$ cat src/rtl/ising_pkg.sv
// rtl/ising_pkg.sv - weight codes, sequencer states and code check shared by the anneal controller
package ising_pkg;

  localparam logic [2:0] W_NEG2 = 3'd0;
  localparam logic [2:0] W_NEG1 = 3'd1;
  localparam logic [2:0] W_ZERO = 3'b010;
  localparam logic [2:0] W_POS1 = 3'd3;
  localparam logic [2:0] W_POS2 = 3'd4;

  typedef enum logic [2:0] {
    ST_IDLE   = 3'd0,
    ST_HOLD   = 3'd1,
    ST_RUN    = 3'd2,
    ST_SYNC   = 3'd3,
    ST_SAMPLE = 3'd4
  } state_t;

  function automatic logic weight_legal(input logic [2:0] code);
    case (code)
      W_NEG2, W_NEG1, W_ZERO, W_POS1, W_POS2: return 1'b1;
      default:                                return 1'b0;
    endcase
  endfunction

endpackage

$ cat src/rtl/ising_anneal_ctrl_phase_sync.sv
// rtl/ising_anneal_ctrl_phase_sync.sv - N-bit two-flop synchroniser for free-running oscillator phases
module phase_sync #(
  parameter int N = 8
) (
  input  logic         clk,
  input  logic         rstn,
  input  logic [N-1:0] d,
  output logic [N-1:0] q
);

  logic [N-1:0] meta;

  always_ff @(posedge clk) begin
    if (!rstn) begin
      meta <= '0;
      q    <= '0;
    end else begin
      meta <= d;
      q    <= meta;
    end
  end

endmodule

$ cat src/rtl/ising_anneal_ctrl.sv
// rtl/ising_anneal_ctrl.sv - weight store and anneal sequencer for a coupled-RO Ising array
// Optional weight readback port enabled by ISING_WEIGHT_READBACK_EN.
module ising_anneal_ctrl
  import ising_pkg::*;
#(
  parameter int N           = 8,
  parameter int HOLD_CYCLES = 4,
  parameter int RUN_W       = 16,
  parameter int AW          = $clog2(N*N)
) (
  input  logic             clk,
  input  logic             rstn,
  input  logic             wr_valid,
  output logic             wr_ready,
  input  logic [AW-1:0]    wr_addr,
  input  logic [2:0]       wr_data,
  output logic             wr_err,
  input  logic             start,
  input  logic [RUN_W-1:0] run_len,
  output logic             busy,
  output logic [3*N*N-1:0] weights,
  output logic             osc_en,
  input  logic [N-1:0]     osc_phase,
`ifdef ISING_WEIGHT_READBACK_EN
  input  logic             rd_valid,
  input  logic [AW-1:0]    rd_addr,
  output logic [2:0]       rd_data,
  output logic             rd_ack,
`endif
  output logic [N-1:0]     spins,
  output logic             done
);

  localparam int NC = N*N;

  state_t           state;
  logic [2:0]       w_mem [NC];
  logic [RUN_W-1:0] cnt;
  logic [RUN_W-1:0] run_lat;
  logic [N-1:0]     sync_phase;
  logic [31:0]      addr_w;
  logic             wr_fire;
  logic             wr_bad;

  phase_sync #(.N(N)) u_sync (
    .clk  (clk),
    .rstn (rstn),
    .d    (osc_phase),
    .q    (sync_phase)
  );

  assign wr_ready = (state == ST_IDLE) && rstn;
  assign wr_fire  = wr_valid && wr_ready;
  assign addr_w   = 32'(wr_addr);

  // Self-coupling cells and codes above +2 are rejected without touching storage.
  always_comb begin
    wr_bad = 1'b0;
    if (!weight_legal(wr_data) || addr_w >= NC || (addr_w / N) == (addr_w % N))
      wr_bad = 1'b1;
  end

  genvar k;
  generate
    for (k = 0; k < NC; k++) begin : g_flat
      assign weights[3*k +: 3] = w_mem[k];
    end
  endgenerate

  always_ff @(posedge clk) begin
    if (!rstn) begin
      state   <= ST_IDLE;
      cnt     <= '0;
      run_lat <= '0;
      busy    <= 1'b0;
      osc_en  <= 1'b0;
      spins   <= '0;
      done    <= 1'b0;
      wr_err  <= 1'b0;
      for (int i = 0; i < NC; i++) w_mem[i] <= W_ZERO;
    end else begin
      done   <= 1'b0;
      wr_err <= 1'b0;
      if (wr_fire) begin
        wr_err <= wr_bad;
        if (!wr_bad) w_mem[wr_addr] <= wr_data;
      end
      case (state)
        ST_IDLE: begin
          if (start) begin
            state   <= ST_HOLD;
            busy    <= 1'b1;
            cnt     <= '0;
            run_lat <= (run_len == '0) ? RUN_W'(1) : run_len;
          end
        end
        ST_HOLD: begin
          if (cnt == RUN_W'(HOLD_CYCLES - 1)) begin
            state  <= ST_RUN;
            cnt    <= '0;
            osc_en <= 1'b1;
          end else begin
            cnt <= cnt + RUN_W'(1);
          end
        end
        ST_RUN: begin
          if (cnt == run_lat - RUN_W'(1)) begin
            state <= ST_SYNC;
            cnt   <= '0;
          end else begin
            cnt <= cnt + RUN_W'(1);
          end
        end
        ST_SYNC: begin
          // Two cycles let the latest phases clear both synchroniser stages.
          if (cnt == RUN_W'(1)) begin
            state <= ST_SAMPLE;
            cnt   <= '0;
          end else begin
            cnt <= cnt + RUN_W'(1);
          end
        end
        ST_SAMPLE: begin
          spins  <= sync_phase ^ {N{sync_phase[0]}};
          done   <= 1'b1;
          osc_en <= 1'b0;
          busy   <= 1'b0;
          state  <= ST_IDLE;
        end
        default: state <= ST_IDLE;
      endcase
    end
  end

`ifdef ISING_WEIGHT_READBACK_EN
  always_ff @(posedge clk) begin
    if (!rstn) begin
      rd_ack  <= 1'b0;
      rd_data <= W_ZERO;
    end else begin
      rd_ack <= rd_valid;
      if (rd_valid)
        rd_data <= (32'(rd_addr) < NC) ? w_mem[rd_addr] : W_ZERO;
    end
  end
`endif

endmodule

$ cat config.mk
export PLATFORM = sky130hd
export DESIGN_NAME = ising_anneal_ctrl
export DESIGN_NICKNAME = d
export VERILOG_FILES = /design/src/rtl/ising_pkg.sv /design/src/rtl/ising_anneal_ctrl_phase_sync.sv /design/src/rtl/ising_anneal_ctrl.sv
export SDC_FILE = /design/constraint.sdc
export NUM_CORES = 1
export LEC_CHECK = 0
export ABC_CLOCK_PERIOD_IN_PS = 4900
export CAP_MARGIN = 30
export CELL_PAD_IN_SITES_DETAIL_PLACEMENT = 0
export CELL_PAD_IN_SITES_GLOBAL_PLACEMENT = 2
export CORE_MARGIN = 5
export CORE_UTILIZATION = 43
export DETAILED_ROUTE_END_ITERATION = 12
export DONT_BUFFER_PORTS = 1
export PLACE_DENSITY_LB_ADDON = 0.1
export SYNTH_ARGS = -nofsm -noshare
export SYNTH_HDL_FRONTEND = slang
export SYNTH_SLANG_ARGS = --single-unit
$ cat constraint.sdc
create_clock -name clk -period 4.9 [get_ports clk]
set_input_delay 1.47 -clock clk [delete_from_list [all_inputs] [get_ports clk]]
set_output_delay 1.47 -clock clk [all_outputs]
set_load 0.05 [all_outputs]
# After elaboration in Yosys (flattened, before gate mapping)
# Memory sizes are Yosys's and may differ from the RTL's.
# Cells that the tools add are included.
[op_classes] n_addsub=2 order_cmp=1 n_eq_ne=16 muxes=26 bitwise_logic=1 reduce_logical=19
[op_table] operator="$mux W16" n=5
[op_table] operator="$pmux W16 S4" n=1
[op_table] operator="$add A16 B1 Y16 const B" n=1
[op_table] operator="$eq A16 B1 Y1 const B" n=1
[op_table] operator="$eq A16 B16 Y1" n=1
[op_table] operator="$eq A16 B2 Y1 const B" n=1
[op_table] operator="$logic_not A16 Y1" n=1
[op_table] operator="$sub A16 B1 Y16 const B" n=1
[op_table] operator="$mux W3" n=5
[op_table] operator="$eq A3 B2 Y1 const B" n=4
[op_table] operator="$pmux W3 S4" n=1
[op_table] operator="$mux W1" n=11
[op_table] operator="$reduce_and A2 Y1" n=5
[op_table] operator="$ne A2 B2 Y1 const B" n=4
[op_table] operator="$xor A8 B8 Y8" n=1
[op_table] operator="$ge A6 B7 Y1 const B" n=1
[op_table] operator="$eq A3 B1 Y1 const B" n=2
[op_table] operator="$eq A3 B3 Y1 const B" n=2
[op_table] operator="$logic_not A3 Y1" n=2
[op_table] operator="$mux W6" n=1
[op_table] operator="$reduce_or A5 Y1" n=1
[op_table] operator="$pmux W1 S2" n=2
[op_table] operator="$reduce_and A4 Y1" n=1
[op_table] operator="$reduce_bool A2 Y1" n=2
[op_table] operator="6 further kinds" n=8
[word_totals] register_bits=63 mem_bits_rw=192 input_bits=37 out_inout_bits=205 memories=1
[mem_list] memory="w_mem" words=64 word_bits=3 read_ports=64 rd_ports_with_merged_regs=0 wr=64 line="ising_anneal_ctrl.sv:37" text="logic [2:0] w_mem [NC];"

# Longest topological paths before layout
[depth] depth_word=13 mapped_depth=13 mapped_depth_nobuf=10

# By module
# From an unflattened synthesis, not the netlist that was laid out.
[hier_totals] cells_unflattened=903 hier_area_um2=10375.0
[modules_own_cells] module="ising_anneal_ctrl" instances=1 cells_each=870 area_each_um2=9928.3 seq_area_each_um2=6686.4
[modules_own_cells] module="phase_sync" instances=1 cells_each=33 area_each_um2=446.7 seq_area_each_um2=320.3

# Worst setup path after synthesis
# OpenSTA, ideal clock, no wires.
[synth_timing] kind="input -> register" start="input port rstn" end="memory w_mem[62][0], enable pin" t_arrival_ns=3.692 setup_slack_ns=0.863 cell_stages=8 cell_sequence="clkbuf_1 > nand2_1 > nor2_1 > and3_1 > nor2b_1 > nand3_1 > clkbuf_1 > o21ai_0"
[synth_rtl] element="start, declared" line="ising_anneal_ctrl.sv:12" text="input logic rstn,"
[synth_rtl] element="end, declared" line="ising_anneal_ctrl.sv:37"

==> impl_metrics.env <==
export IMPL_htreeDepth=1
export IMPL_fmax_ghz=0.284
export IMPL_postRouteAntennaNets=0
export IMPL_dieArea_sq_um=27400
export IMPL_post_cts_resized=0
export IMPL_hold_buffers=0
export IMPL_period_share_pct=71.8
export IMPL_worst_hold_path_type="reg -> reg"
export IMPL_relSlewSlack_pct=38.1
export IMPL_holdWs_ps=435
export IMPL_multiInputGateArea_sq_um=3150
export IMPL_most_common_layout_cells="edfxtp_1 (192), nor2_1 (148), nand2_1 (127)"
export IMPL_grt_antenna_before_repair=0
export IMPL_ys_async_sr_fraction_pct=0
export IMPL_synthCells=919
export IMPL_syn2layout_area_growth_pct=11.3
export IMPL_portBuffers=0
export IMPL_synth_distinct_cells=58
export IMPL_vias=6866
export IMPL_grt_first_pass_wirelength_microns=43500
export IMPL_final_common_cell="edfxtp_1"
export IMPL_p_leak_nw=3.72
export IMPL_grt_pass1_vias=6785
export IMPL_place_gp_congestion=0.893
export IMPL_viasPerCell=5.47
export IMPL_finalSetupTns_ps=0
export IMPL_die_w_microns=166
export IMPL_path_max_fanout=90
export IMPL_postRouteWirelength_microns=29700
export IMPL_cts_tree="yes"
export IMPL_fillers=2194
export IMPL_clock_sinks=254
export IMPL_rsz0062_at_grt="false"
export IMPL_cp_end_kind="flop"
export IMPL_diodes=0
export IMPL_start_util_pct=43.3
export IMPL_rows=57
export IMPL_final_layout_size_suffix_gt1_share_pct=7.09
export IMPL_yosysSeqAreaShare_pct=67.4
export IMPL_drc_errors=0
export IMPL_slew_viol_final=0
export IMPL_core_area_sq_um=24000
export IMPL_nets=955
export IMPL_ys_ff_latch=254
export IMPL_setup_viol_count_final=0
export IMPL_syn_area_sq_um=10400
export IMPL_postCtsSetupBuffers=0
export IMPL_seq_area_sq_um=7010
export IMPL_clk_path_buf_depth=3
export IMPL_place_area_sq_um=10700
export IMPL_clk_latency_ps=530
export IMPL_cp_start_kind="input port"
export IMPL_pin_count=242
export IMPL_gr_total_overflow=0
export IMPL_cts_root_buf="clkbuf_16"
export IMPL_power_density_nw_per_um2=440
export IMPL_hpwlAfterDp_microns=21400
export IMPL_arrival_ps=3690
export IMPL_avgSynthCellArea_sq_um=11.3
export IMPL_finClkSkew_ps=4.57
export IMPL_critPathKind="in -> reg"
export IMPL_period_minus_slack_ps=3520
export IMPL_clk_pin_slew_ps=60
export IMPL_worstMarginPinSlew_ps=916
export IMPL_drt_iter0_drc=400
export IMPL_cap_violations=0
export IMPL_cts_buffers=27
export IMPL_fin_area_sq_um=11600
export IMPL_chipHeight_microns=166
export IMPL_track_usage_pct=21.3
export IMPL_wire_per_inst_microns=23.6
export IMPL_grt_start_max_net_pins=91
export IMPL_required_ps=5080
export IMPL_hold_viol=0
export IMPL_synth_edff_count=192
export IMPL_first_pass_iters=4
export IMPL_outcome="finished, final reports clean"
export IMPL_vdd_drop_max_mv=0.201
export IMPL_synth_flop_cell="edfxtp_1"
export IMPL_yosysWarnings=0
==> area by class of cell <==
type                            count  area share, %
Inverter                           15          0.487
Sequential cell                   254           60.5
Multi-Input combinational cell    605           27.2
Clock buffer                       29           6.17
Tap cell                          324           3.50
Clock inverter                     16           1.06
Timing Repair Buffer               12           1.02
==> worst paths after layout <==
path                                     end  slack, ps                       from  depth (start not counted)
setup reg to reg         cnt[6]$_SDFFE_PN0P_       1520    run_lat[0]$_SDFFE_PN0P_                         10
hold reg to reg       u_sync.q[7]$_SDFF_PN0_        430  u_sync.meta[7]$_SDFF_PN0_                          1
setup / recovery  w_mem[14][1]$_SDFFCE_PN1P_       1380                       rstn                          7
hold / removal        u_sync.q[7]$_SDFF_PN0_        430  u_sync.meta[7]$_SDFF_PN0_                          1
==> cell families (layout without fill, tap and decap cells) <==
logic type / count (synthesis) / after routing / synth area share, %
multiplexers: 4 / 4 / 0.385
XOR/XNOR: 30 / 30 / 2.53
AO/OA/AOI/OAI: 145 / 145 / 8.46
flip-flops: 254 / 254 / 67.4
adder cells (fa/ha/maj): 3 / 3 / 0.361
other: 2 / 25 / 0.0722
AND/OR/NAND/NOR: 398 / 398 / 17.6
buffers and inverters: 83 / 72 / 3.27
==> state kept, by name, summed over array words and instances (netlist names) <==
signal	count
osc_en	1
wr_err	1
done	1
u_sync.meta	8
spins	7
cnt	16
busy	1
w_mem	192
state	3
run_lat	16
u_sync.q	8
==> power by group <==
group	internal (mW)	switching, mW	total (mW)
logic	0.167	0.300	0.467
clock network	1.10	0.833	1.93
registers	2.40	0.290	2.69
==> metrics by stage <==
step	power (mW)	instances	utilization [%]	worst slack [ps]
detailed placement	3.21	1210	44.7	826
finish	5.10	1255	48.1	1380
floorplan	3.09	942	-	863
CTS	5.13	1255	48.1	1430
global placement	3.19	1207	44.5	1040
global route	5.31	1255	48.1	1200
==> per-layer routing <==
metal	up-vias	GRT usage, %	wire length (microns)
met5	-	0	0
met4	0	6.34	818
met3	48	8.12	3140
met2	278	36.0	14900
met1	3356	25.4	10800
li1	3184	-	-
==> worst max-delay path, cell delays in order <==
cell     delay (ps)
nand2_1          50
nor2_1          100
buf_4           230
and3_1          260
nor2b_1         310
nand3_1         620
o21ai_0         640
==> cells in the mapped netlist, types with 11 or more instances <==
master      n  area share [%]
dfxtp_1    62              12
a21oi_1    31             1.5
xor2_1     11            0.93
and3_1     15            0.90
xnor2_1    19             1.6
and2_1     24             1.4
or3_1      12            0.72
clkbuf_1   55             2.0
nor3_1     11            0.53
nor2_1    148             5.3
nand2_1   127             4.6
o21ai_0    68             3.3
inv_1      15            0.54
edfxtp_1  192              55
(Power assumes the default switching activity.)
==> variant (config.mk and constraints unchanged) <==
`N` is set to 8 in 2 places; all go to 16.
--- a/src/rtl/ising_anneal_ctrl_phase_sync.sv
+++ b/src/rtl/ising_anneal_ctrl_phase_sync.sv
@@ -2,3 +2,3 @@
 module phase_sync #(
-  parameter int N = 8
+  parameter int N = 16
 ) (
--- a/src/rtl/ising_anneal_ctrl.sv
+++ b/src/rtl/ising_anneal_ctrl.sv
@@ -5,3 +5,3 @@
 #(
-  parameter int N           = 8,
+  parameter int N           = 16,
   parameter int HOLD_CYCLES = 4,
Interface: changed (resized osc_phase, spins, weights and wr_addr); port bits go from 242 to 836. No check against the original RTL was run, so the function may have changed too.
==> variant against the original RTL <==
Wire length grew to 4.2 times the old value. Setup slack got worse by 0.23 ns. Cell area grew to 3.2 times the old value. Count of clock-buffer cells in the layout increased by 92. Combinational power is 5.6% lower. Clock power rose to 3.5 times the old value. Sequential cell count is 600 higher. Power rose to 3.1 times the old value. Cell count grew to 2.9 times the old value. Maximum frequency decreased by 6.0%. Die area rose to 3.0 times the old value. Area after synthesis grew to 3.2 times the old value. Register-to-register slack worse by 0.36 ns. Critical path type is now reg -> reg.
==> variant: results (changes against the original RTL) <==
run status completed; Buffers, non-clock 75 (+63); instance count after placement with tap cells included 3,453 (+190%); ANT cells 2 (+2); number of global-route vias before repair 20,214 (+200%); Placed Instance Area 34,070 sq um (+220%); most frequent cells after synthesis 768 x edfxtp_1, 504 x nor2_1, 298 x nand2_1, 250 x o21ai_0, 218 x clkbuf_1; routed length on met1 44,920 microns (+310%); global routing usage on met1 0.3535 (+0.09963); Reg area 24,780 sq um (+250%); CTS H-tree depth 3 (+2); initial antenna violation count 1 (+1); met3 layer wire length in the routed design 14,070 microns (+350%); number of flip-flops and latches 854 (+240%); DPL Wire Length 90,290 microns (+320%); launch point of the critical path run_lat[0]; capture point of the worst path cnt[2]; total global routing track utilization 0.2934 (+0.08029); first-pass GRT wire length 169,500 microns (+290%); Non-Clock Inverter Count 28 (+13); cell types occupying the most area after synthesis edfxtp_1 70%, nor2_1 5.8%, dfxtp_1 5.2%; biggest fanout along the worst timing path 16 (-82%); number of clock buffer instances in the layout 121 (+320%); Multi-input gate area 7287 sq um (+130%); detailed-route wire length per cell 34.47 microns (+46%); Multi-input comb cells 1,521 (+150%); final setup margin 1.156 ns (-0.2260 ns); M2 GR Usage 0.4885 (+0.1282); per-instance average area after synthesis 12.72 sq um (+12%); clock network latency to the later pin of the worst-skew pair 0.65 ns (+0.12 ns)
-- variant: changes by cell type in the layout (fill, tap and decap cells not counted), moves of 20 or more --
cell       before  now
dfxtp_1        62   86
buf_4           9   60
and2_1         24  118
or3_1          12   46
conb_1         25   49
nor2_1        148  492
nand3_1        10   31
clkbuf_16      28   94
edfxtp_1      192  768
o21ai_0        68  250
clkbuf_1        0   20
nand2_1       127  297
-- variant: report_power, final --
part	switching, mW	leakage [nW]	internal, mW	total, mW
logic	0.333	2.25	0.108	0.441
clock network	2.85	1.43	3.83	6.68
registers	0.803	7.79	8.12	8.93
-- variant: critical path, stage by stage, from the launching register on --
cell and delay (ns):
dfxtp_1 0.53, inv_1 0.08, ha_1 0.31, nor2b_1 0.19, o31a_1 0.29, a2111oi_0 0.46
and3_1 0.26, nand4_1 0.63, o31ai_2 0.68, a311oi_1 0.15
-- variant: cells by family after synthesis --
| group | Yosys count | share of synthesized area |
|---|---|---|
| xor+xnor | 44 | 0.01175 |
| fa+ha+maj | 3 | 0.001144 |
| other cells | 2 | 0.0002289 |
| compound gates | 324 | 0.05420 |
| mux | 1 | 0.0003051 |
| flops | 854 | 0.7555 |
| buf+inv | 252 | 0.02925 |
| simple gates | 1100 | 0.1477 |
-- variant: how the worst min path moves through the flow --
| stage | to | slack (ns) | from | cells past startpoint |
|---|---|---|---|---|
| after floorplan | u_sync.q[0] | 0.41 | u_sync.meta[0] | 1 |
| after global placement | u_sync.q[13] | 0.41 | u_sync.meta[13] | 1 |
| after detailed placement | u_sync.q[4] | 0.42 | u_sync.meta[4] | 1 |
| after CTS | u_sync.q[3] | 0.43 | u_sync.meta[3] | 1 |
| after global routing | u_sync.q[2] | 0.44 | u_sync.meta[2] | 1 |
| final | u_sync.q[9] | 0.42 | u_sync.meta[9] | 1 |
